--- config.mk ---
export PLATFORM = sky130hd
export DESIGN_NAME = field_packer_ctrl
export DESIGN_NICKNAME = d
export VERILOG_FILES = /design/src/rtl/field_packer_pkg.sv /design/src/rtl/field_packer_word_byte_serializer.sv /design/src/rtl/field_packer_ctrl.sv
export SDC_FILE = /design/constraint.sdc
export NUM_CORES = 1
export LEC_CHECK = 0
export CORE_AREA = 2 2 81 83
export DETAILED_ROUTE_END_ITERATION = 10
export DIE_AREA = 0 0 83 85
export PLACE_DENSITY = 0.76
export SLEW_MARGIN = 20
export SYNTH_ARGS = -nofsm -noshare
export SYNTH_HDL_FRONTEND = slang
export SYNTH_SLANG_ARGS = --single-unit
--- constraint.sdc ---
create_clock -name clk -period 2.14 [get_ports clk]
set_input_delay 0.428 -clock clk [delete_from_list [all_inputs] [get_ports clk]]
set_output_delay 0.428 -clock clk [all_outputs]
set_load 0.02 [all_outputs]
--- src/rtl/field_packer_pkg.sv ---
// Shared widths, pad constant and controller state encoding for the field packer.
package field_packer_pkg;
  localparam int FIELD_W    = 5;
  localparam int NUM_FIELDS = 6;
  localparam int WORD_W     = 32;
  localparam logic [1:0] PAD = 2'b11;
  localparam int BUF_W      = (NUM_FIELDS - 1) * FIELD_W;

  typedef enum logic [1:0] {
    RESET_HOLD = 2'd0,
    FILL       = 2'd1,
    EMIT       = 2'd2
  } state_t;
endpackage

--- src/rtl/field_packer_word_byte_serializer.sv ---
// Loads a packed 32-bit word and hands it out MSB byte first over a valid/ready handshake.
module word_byte_serializer
  import field_packer_pkg::*;
(
  input  logic              clk,
  input  logic              rst_n,
  input  logic              i_load,
  input  logic              i_clear,
  input  logic [WORD_W-1:0] i_word,
  input  logic              i_out_ready,
  output logic              o_out_valid,
  output logic [7:0]        o_out_byte,
  output logic              o_out_last,
  output logic              o_done
);
  logic [WORD_W-1:0] r_word;
  logic [1:0]        r_bcnt;
  logic              r_valid;
  logic              r_last;
  logic              w_hs;

  assign w_hs = r_valid && i_out_ready;

  // The word is zeroed once drained so the idle byte output reads 0.
  always_ff @(posedge clk or negedge rst_n) begin
    if (!rst_n) begin
      r_word  <= '0;
      r_bcnt  <= '0;
      r_valid <= 1'b0;
      r_last  <= 1'b0;
    end else if (i_clear) begin
      r_word  <= '0;
      r_bcnt  <= '0;
      r_valid <= 1'b0;
      r_last  <= 1'b0;
    end else if (i_load) begin
      r_word  <= i_word;
      r_bcnt  <= '0;
      r_valid <= 1'b1;
      r_last  <= 1'b0;
    end else if (w_hs) begin
      if (r_bcnt == 2'd3) begin
        r_word  <= '0;
        r_bcnt  <= '0;
        r_valid <= 1'b0;
        r_last  <= 1'b0;
      end else begin
        r_word <= {r_word[WORD_W-9:0], 8'h00};
        r_bcnt <= r_bcnt + 2'd1;
        r_last <= (r_bcnt == 2'd2);
      end
    end
  end

  assign o_out_valid = r_valid;
  assign o_out_byte  = r_word[WORD_W-1:WORD_W-8];
  assign o_out_last  = r_last;
  assign o_done      = w_hs && (r_bcnt == 2'd3) && !i_clear;
endmodule

--- src/rtl/field_packer_ctrl.sv ---
// Collects six 5-bit fields into a padded 32-bit word and streams it out as four bytes.
module field_packer_ctrl
  import field_packer_pkg::*;
(
  input  logic               clk,
  input  logic               rst_n,
  input  logic               i_in_valid,
  output logic               o_in_ready,
  input  logic [FIELD_W-1:0] i_in_field,
  input  logic               i_abort,
  output logic               o_out_valid,
  input  logic               i_out_ready,
  output logic [7:0]         o_out_byte,
  output logic               o_out_last,
  output logic [7:0]         o_frame_cnt
);
  state_t            r_state;
  state_t            w_next_state;
  logic [2:0]        r_fcnt;
  logic [BUF_W-1:0]  r_buf;
  logic              r_in_ready;
  logic [7:0]        r_frame_cnt;
  logic              w_accept;
  logic              w_load;
  logic              w_done;
  logic [WORD_W-1:0] w_word;

  always_ff @(posedge clk or negedge rst_n) begin
    if (!rst_n) r_state <= RESET_HOLD;
    else        r_state <= w_next_state;
  end

  always_comb begin
    w_next_state = r_state;
    unique case (r_state)
      RESET_HOLD: w_next_state = FILL;
      FILL: begin
        if (i_abort)     w_next_state = FILL;
        else if (w_load) w_next_state = EMIT;
      end
      EMIT: begin
        if (i_abort || w_done) w_next_state = FILL;
      end
      default: w_next_state = RESET_HOLD;
    endcase
  end

  // in_ready is a flop that mirrors the FILL state; abort wins over any handshake.
  always_comb begin
    w_accept = i_in_valid && r_in_ready && !i_abort;
    w_load   = w_accept && (r_fcnt == 3'(NUM_FIELDS - 1));
    w_word   = {r_buf, i_in_field, PAD};
  end

  always_ff @(posedge clk or negedge rst_n) begin
    if (!rst_n) begin
      r_in_ready  <= 1'b0;
      r_fcnt      <= '0;
      r_buf       <= '0;
      r_frame_cnt <= '0;
    end else begin
      r_in_ready <= (w_next_state == FILL);
      if (i_abort) begin
        r_fcnt <= '0;
        r_buf  <= '0;
      end else if (w_accept) begin
        if (w_load) begin
          r_fcnt <= '0;
          r_buf  <= '0;
        end else begin
          r_fcnt <= r_fcnt + 3'd1;
          r_buf  <= {r_buf[BUF_W-FIELD_W-1:0], i_in_field};
        end
      end
      if (w_done) r_frame_cnt <= r_frame_cnt + 8'd1;
    end
  end

  word_byte_serializer u_serializer (
    .clk         (clk),
    .rst_n       (rst_n),
    .i_load      (w_load),
    .i_clear     (i_abort),
    .i_word      (w_word),
    .i_out_ready (i_out_ready),
    .o_out_valid (o_out_valid),
    .o_out_byte  (o_out_byte),
    .o_out_last  (o_out_last),
    .o_done      (w_done)
  );

  assign o_in_ready  = r_in_ready;
  assign o_frame_cnt = r_frame_cnt;
endmodule

After elaboration in Yosys (flattened, before gate mapping). Index checks and enable logic that the tools add are counted.

Register bits after elaboration: 75. Bits in latches: 0. Memory bits (writable): 0. ROM bits: 0. Bits of input ports: 10. Output and inout port bits: 19. Word-level logic and storage cells: 57. Memories kept: 0.

Add/sub/neg operators: 3. Multipliers: 0. Div/mod/pow operators: 0. Magnitude comparators: 0. Eq/ne operators: 6. Shifts and indexed selects: 0. Mux-type cells: 26. Bitwise logic cells: 0. Reductions and logical operators: 13.

Operator list (count): 2-to-1 mux 32 bit (4); 2-to-1 mux 25 bit (3); 2-to-1 mux 2 bit (7); 2-to-1 mux 3 bit (3); adder 8 x 1 -> 8 bit (second input constant) (1); 2-to-1 mux 1 bit (8); equality test 2 bit (second input constant) (3); logical AND 1 bit (6); one-hot mux 2 bit (3 select lines) (1); nonzero test 3 bit (2); equality test 2 x 1 -> 1 bit (second input constant) (2); adder 3 x 1 -> 3 bit (second input constant) (1); equality test 3 bit (second input constant) (1); adder 2 x 1 -> 2 bit (second input constant) (1); zero test 2 bit (1); AND reduction 2 bit (1); nonzero test 2 bit (1); zero test 1 bit (1); logical OR 1 bit (1).

Depth between registers and ports, before layout.
Depth in word-level cells: 7. Mapped depth: 6. Mapped depth without buffers: 5.

By module. Synthesis repeated with hierarchy kept, for this count alone.

Cells, all modules: 305. Area total of the unflattened synthesis: 3612.2 sq um.

Modules (own cells, without submodules): word_byte_serializer (times used 1, cells an instance 195, area an instance 2089.5 sq um); field_packer_ctrl (times used 1, cells an instance 110, area an instance 1522.7 sq um).

Least setup slack after synthesis. Ideal clock, no wire load.

Path type: register -> register. Start point: register r_fcnt[1]. End point: register u_serializer.r_word[5]. Setup time: 0.079 ns. Data arrival time: 1.402 ns. Data required time: 2.061 ns. Slack: 0.659 ns. Cell stages (with the launch flop): 7. Path buffers: 1. Cells stage by stage: dfrtp_1 > inv_1 > ha_1 > nand2_2 > nor3_4 > buf_6 > mux2i_1.

Word-level cells in the longest chain between the ends: 4. Elaborated cells on any way between the ends: 5.

RTL lines: start, declared (RTL line field_packer_ctrl.sv:19) `logic [2:0] r_fcnt;`; start signal, assigned (RTL line field_packer_ctrl.sv:71) `r_fcnt <= r_fcnt + 3'd1;`; equality test 3 bit (*) (RTL line field_packer_ctrl.sv:51) `w_load = w_accept && (r_fcnt == 3'(NUM_FIELDS - 1));`; logical AND 1 bit (*) (RTL line field_packer_ctrl.sv:51); 2-to-1 mux 32 bit (RTL line field_packer_word_byte_serializer.sv:36) `end else if (i_load) begin`; 2-to-1 mux 32 bit (RTL line field_packer_word_byte_serializer.sv:31) `end else if (i_clear) begin`; end signal, assigned (RTL line field_packer_word_byte_serializer.sv:37) `r_word <= i_word;`; end signal, assigned (RTL line field_packer_word_byte_serializer.sv:48) `r_word <= {r_word[WORD_W-9:0], 8'h00};`; end, declared (RTL line field_packer_word_byte_serializer.sv:16) `logic [WORD_W-1:0] r_word;`.

Every way passes the cells marked *; elsewhere a longest branch is shown, timed or not. A chain may end at the register's enable or synchronous reset.

Worst setup path after layout.
Start point: register u_serializer.r_valid (netlist: u_serializer.o_out_valid). End point: output port o_out_valid.

RTL lines: start, declared (RTL line field_packer_word_byte_serializer.sv:18) `logic r_valid;`; start signal, assigned (RTL line field_packer_word_byte_serializer.sv:29) `r_valid <= 1'b0;`; start signal, assigned (RTL line field_packer_word_byte_serializer.sv:34) `r_valid <= 1'b0;`; start signal, assigned (RTL line field_packer_word_byte_serializer.sv:39) `r_valid <= 1'b1;`; end, declared (RTL line field_packer_ctrl.sv:11) `output logic o_out_valid,`.

No word-level cell between the ends.

==> reports/results.tsv <==
metric	value	unit
status	complete, no violations	
crit_path_end_kind	primary output	
cts_root_buffer	clkbuf_8	
yosysTopAreaCell	dfrtp_1	
placed_cells	366	
hpwl	4.12	mm
rows	29	
drt-total-wl	6.58	mm
synth-seq-cells	74	
syn_nets	291	
diodes	0	
worstMarginPinSlew	0.317	ns
drc_errors	0	
antenna_found_initial	0	
core	0.00620	mm2
yosys_warnings	0	
holdCritPathClass	in -> async	
rsz0062_at_grt	false	
avgRoutedWirePerCell	17.2	um
yosys-top-cells-count	dfrtp_1, a21oi_1, a22o_1, and4b_1, o2bb2ai_1	
slowest_delay	0.67	ns
grt_max_degree	53	
crit_fanout	11	
synthArstFlopShare	100	%
die_area	0.00706	mm2
yosys-top-cells-area	dfrtp_1, and4b_1, a22o_1, o2bb2ai_1, a21oi_1	
crit_path_top_delay_cell	clkdlybuf4s50_1	
synth.avg_cell_area	12.2	um2
grt_pass1_wl	11.3	mm
seq_area_frac_synth	54.8	%
dr.pass1.iters	5	
utilization	62.7	%
arrival	1.54	ns
synth_compound_area_share	19.5	%
cts_setup_buffers	0	
synth_mux_area_share	2.11	%
syn_to_final_growth	15.0	%
grt_pass1_vias	2297	
yosysUniqueCellTypes	38	
post-route-min-period	1.97	ns
tns	0	ns
synth_simple_gate_area_share	12.4	%
clk_latency	0.35	ns
syn_inst	276	
synth_enable_flop_cells	0	
overflow	0	
vias_per_cell	5.95	
cts_tree	built	
crit_family	buffers and inverters	
relSlewSlack	78.8	%
cts.sinks	74	
start_kind	flop	
numCtsBuffers	9	
path_cells	clkdlybuf4s50_1	
fin_crit_sh	92.1	%
fin_worst_skew	0.00721	ns
setup_viol	0	
drt_iter0_markers	146	
fmaxAchievable	0.507	GHz
maxCapViolations	0	
cp.required	1.71	ns
synthAdderAreaFrac	1.85	%
portBuffers	28	
synthXorXnorAreaFrac	2.07	%
gp_congestion	0.772	
cts-resized-gates	0	
cellLeakagePower	0.00179	uW
ant_nets	0	
routed-via-count	2272	
hold_buffers	1	
slew_viol_final	0	
synth_top_area_share	54.8	%
final_cells	382	
io_pins	29	
synth_most_common_cell	dfrtp_1	
worst-path-buf-inv	1	
crit_type	reg -> out	
chipHeight	85	um
fin_nets	316	
ir_drop	364	uV
power_density	673	mW/mm2
synth_top_family_by_area	compound AO/OA/AOI/OAI gates	
die_w	83	um
clk_pin_slew	0.07	ns
ys.flop_type	dfrtp_1	
grt_usage	20.3	%
finalHoldViolations	0	
cts-htree-levels	3	
start_util	54.5	%
n_fill_cell	459	
drive_above_1_share	12.5	%
cts.path.max_buffers	2	
synth_area	0.00338	mm2
-- layout by cell type, fill, tap and decap left out, types with 5 or more instances in the layout --
| cell type | synthesis | final |
|---|---|---|
| clkdlybuf4s50_1 | 0 | 27 |
| mux2i_1 | 6 | 6 |
| buf_4 | 8 | 12 |
| nand2_1 | 11 | 11 |
| dfrtp_1 | 74 | 74 |
| inv_1 | 10 | 10 |
| xnor2_1 | 6 | 6 |
| ha_1 | 5 | 5 |
| a22o_1 | 26 | 26 |
| a21oi_1 | 31 | 31 |
| clkbuf_8 | 0 | 10 |
| and4b_1 | 24 | 24 |
| o2bb2ai_1 | 24 | 24 |
-- cell type report --
type	instances	area, um2	share of cell area (%)
tap	77	96.3	2.48
sequential	74	1850	47.6
clock inverter	3	40.0	1.03
clock buffer	12	145	3.73
multi-input combinational	162	1280	33.0
inverter	10	37.5	0.965
timing repair buffer	44	435	11.2
-- per-stage QoR --
stage | hold slack (ns) | power (uW) | cell area, um2 | setup slack [ns]
2_1_floorplan | 0.132 | 1520 | 3380 | 0.659
3_3_place_gp | 0.233 | 1590 | 3690 | 0.290
3_5_place_dp | 0.234 | 1590 | 3690 | 0.249
4_1_cts | 0.394 | 2640 | 3890 | 0.144
5_1_grt | 0.408 | 2710 | 3890 | 0.0995
6_report | 0.412 | 2620 | 3890 | 0.169
-- power breakdown --
part	total (uW)	switching, uW	internal, uW	leakage, uW
clock network	1050	490	561	0.0000962
logic	139	86.6	52.9	0.000675
registers	1430	14.2	1410	0.00102
-- metal layers --
layer / up-vias / part of all wire [%] / global-route usage (%)
met4: 0 / 1.9 / 9.99
met2: 58 / 49 / 30.9
met5: - / 0 / 0
met1: 1126 / 45 / 28.1
met3: 10 / 4.3 / 4.09
li1: 1078 / - / -
-- final timing paths --
kind                                                            from                             endpoint  slack [ns]  depth (start not counted)
worst min-delay path                                           rst_n  u_serializer.r_word[27]$_DFFE_PN0P_        0.41                          2
worst min register to register            o_frame_cnt[7]$_DFFE_PN0P_           o_frame_cnt[7]$_DFFE_PN0P_        0.48                          1
worst max-delay path            u_serializer.o_out_valid$_DFFE_PN0P_                          o_out_valid        0.17                          1
worst max register to register  u_serializer.o_out_valid$_DFFE_PN0P_           o_frame_cnt[1]$_DFFE_PN0P_        0.46                          3
max in group asynchronous                                      rst_n                 r_buf[1]$_DFFE_PN0P_        1.27                          3
min in group clk                          o_frame_cnt[7]$_DFFE_PN0P_           o_frame_cnt[7]$_DFFE_PN0P_        0.48                          1
-- cells by family (layout without fill, tap and decap cells) --
group / count (synthesis) / after routing
compound gates: 89 / 89
simple gates: 53 / 53
buf+inv: 40 / 69
mux: 7 / 7
xor+xnor: 8 / 8
flops: 74 / 74
fa+ha+maj: 5 / 5
-- sequential cells by signal, indices dropped and copies added, names as in the netlist --
| name | count |
|---|---|
| r_buf | 25 |
| r_fcnt | 3 |
| r_state | 2 |
| o_in_ready | 1 |
| u_serializer.r_word | 31 |
| u_serializer.r_bcnt | 2 |
| o_frame_cnt | 8 |
| u_serializer.o_out_last | 1 |
| u_serializer.o_out_valid | 1 |
Note: power is estimated with default switching activity, not from simulation.
==> patch (same flow settings) <==
Encoding of `state_t`: now one-hot (3 bits for 3 states).
--- a/src/rtl/field_packer_pkg.sv
+++ b/src/rtl/field_packer_pkg.sv
@@ -6,10 +6,10 @@
   localparam logic [1:0] PAD = 2'b11;
   localparam int BUF_W      = (NUM_FIELDS - 1) * FIELD_W;
 
-  typedef enum logic [1:0] {
-    RESET_HOLD = 2'd0,
-    FILL       = 2'd1,
-    EMIT       = 2'd2
+  typedef enum logic [2:0] {
+    RESET_HOLD = 3'b001,
+    FILL       = 3'b010,
+    EMIT       = 3'b100
   } state_t;
 endpackage
 
Formal check against the unedited RTL: same outputs for any inputs over 10 cycles, from zero or initial values and one cycle with rst_n low; not proved beyond that.
==> patch against the original RTL <==
Cell area grew 2.0%; synthesized cell count increased by 14%; highest routed layer unchanged; sequential cell count grew 1; largest cell class unchanged; utilization up 1.3 points; area after synthesis up 2.6%; wire length up 10%; sequential share of layout area shrank 0.28 points; cell count increased by 8.6%; hold slack got worse by 380 ps; die area is the same; setup slack improved by 69 ps.
Power is not compared: it rests on default switching activity, and its combinational part moved more than twofold at a synthesized area within 25%.
==> patch: results (changes against the original RTL) <==
[critical_path]
r2r-start=u_serializer.r_bcnt[0]  ; was u_serializer.o_out_valid
ff2ff_path_depth=5  ; was 3
crit_family=buffers and inverters  ; unchanged
cp.arrival_ps=1470  ; was 1540 ps
ff2ff_setup_slack_ps=480  ; was 460 ps
slowest_delay_ps=650  ; was 670 ps
cp_max_fo=8  ; was 11
rr_endpoint=u_serializer.r_word[17]  ; was o_frame_cnt[1]
critical-path-slowest-cell=clkdlybuf4s50_1  ; unchanged

[logic_synthesis]
synth_compound_area_share_pct=16.6  ; was 19.5%
synth-xor-area-share_pct=2.27  ; was 2.07%
synth-seq-area-share_pct=54.1  ; was 54.8%
syn-num-nets=329  ; was 291
synthMuxAreaShare_pct=0  ; was 2.11%
synth_fa_ha_area_share_pct=1.80  ; was 1.85%
yosys_most_used_dff=dfrtp_1  ; unchanged
yosys_warnings=0  ; unchanged
ys_types=39  ; was 38
synthTopCellsByCount=dfrtp_1 (74), nand2_1 (39), a22o_1 (26), inv_1 (25), nand4b_1 (25)  ; was dfrtp_1 (74), a21oi_1 (31), a22o_1 (26), and4b_1 (24), o2bb2ai_1 (24)
synth.area.top_cells=dfrtp_1 (53%), a22o_1 (6.6%), nand4b_1 (6.3%), o221ai_1 (5.6%), nand2_1 (4.2%)  ; was dfrtp_1 (55%), and4b_1 (7.1%), a22o_1 (6.7%), o2bb2ai_1 (6.2%), a21oi_1 (4.6%)

[finish]
buffer_area_share_pct=10.2  ; was 11.2%
nets=348  ; was 316
largest_reg_flops=31  ; unchanged
drive_gt1_share_pct=10.1  ; was 12.5%
nMultiInputCombCells=182  ; was 162
fillers=495  ; was 459
inverters=25  ; was 10
areaGrowthSynthToFinish_pct=14.4  ; was 15.0%
clkCellAreaFrac_pct=4.86  ; was 4.76%
sh_seq_area_pct=47.3  ; was 47.6%
nFlopsAndLatches=75  ; was 74
multi_input_area_um2=1300  ; was 1280 µm²
nClkBuffers=9  ; was 12
regMostFlops=u_serializer.r_word  ; unchanged
n_all_buffers=40  ; was 44

[global_route]
grt_max_degree=42  ; was 53
grt_pass1_wl_um=12200  ; was 11300 µm
grt_antenna_before_repair=0  ; unchanged
first_global_vias=2408  ; was 2297
grt_usage_pct=21.8  ; was 20.3%

[worst_hold_path]
holdCritPathClass=in -> async  ; unchanged

[clock_network]
ctsHtreeMaxLevel=3  ; unchanged
cts_resized=0  ; unchanged
path_clk_slew_ps=80
root_buffer=clkbuf_8  ; unchanged
cts_buffer_depth=2  ; unchanged

[route]
firstDrtPassIters=4  ; was 5
drt_iter0_drc=169  ; was 146
vias=2496  ; was 2272
route.detailed.wl_per_inst_um=17.5  ; was 17.2 µm

[run_status]
status=finished clean  ; unchanged

[placement]
gp_congestion=0.808  ; was 0.772
pre_cts_ws_ps=-165  ; was 249 ps
io_buffers=28  ; unchanged
dp_hpwl_um=4570  ; was 4120 µm
dpl_cell_area_um2=3770  ; was 3690 µm²

[power_and_ir_drop]
p_leak_uw=0.00173

[timing]
finalClockSkew_ps=6.19  ; was 7.21 ps
worstMarginPinSlew_ps=633  ; was 317 ps

[floorplanning]
rows=29  ; unchanged

==> patch: cell types whose count changed after synthesis, sizes merged, moves of 22 or more <==
cell	unedited run	this run
o221ai	0	22
nand2	13	39
a21oi	32	6
nand4b	1	25
o2bb2ai	24	0
and4b	24	1
==> patch: per-stage QoR <==
| stage | cells | setup TNS [ps] | total power, µW | hold WS, ps |
|---|---|---|---|---|
| 3_5_place_dp | 399 | -4030 | 1990 | 425 |
| 5_1_grt | 415 | 0 | 3170 | 63.9 |
| 2_1_floorplan | 314 | 0 | 1840 | 132 |
| 3_3_place_gp | 399 | -1870 | 1980 | 414 |
| 4_1_cts | 415 | 0 | 3050 | 51.7 |
| 6_report | 415 | 0 | 3040 | 31.5 |
==> patch: per-layer routing <==
metal  global-route usage [%]  up-vias  routed length, µm
li1                         -     1182                  -
met1                     31.3     1237               3490
met2                     33.3       67               3370
met3                     3.02       10                254
met4                     9.84        0                156
met5                        0        -                  0
==> patch: worst max path at each step <==
stage          slack [ps]                 endpoint                startpoint  cells past startpoint
4_1_cts               210                 r_buf[5]                   i_abort                      3
6_report              240              o_out_valid  u_serializer.o_out_valid                      1
3_5_place_dp         -160                r_buf[24]                   i_abort                      3
3_3_place_gp          -70                r_buf[18]                   i_abort                      3
2_1_floorplan         610  u_serializer.r_word[18]                 r_fcnt[0]                      7
5_1_grt               170              o_out_valid  u_serializer.o_out_valid                      1
==> patch: worst register-to-register path, delay by kind of cell, from the launching register on <==
kind                       cells  cell delay, ps
and+or+nand+nor                2             410
buffers and inverters          1             270
DFF                            1             420
adders and majority gates      1             260
AOI/OAI and AO/OA              1             200
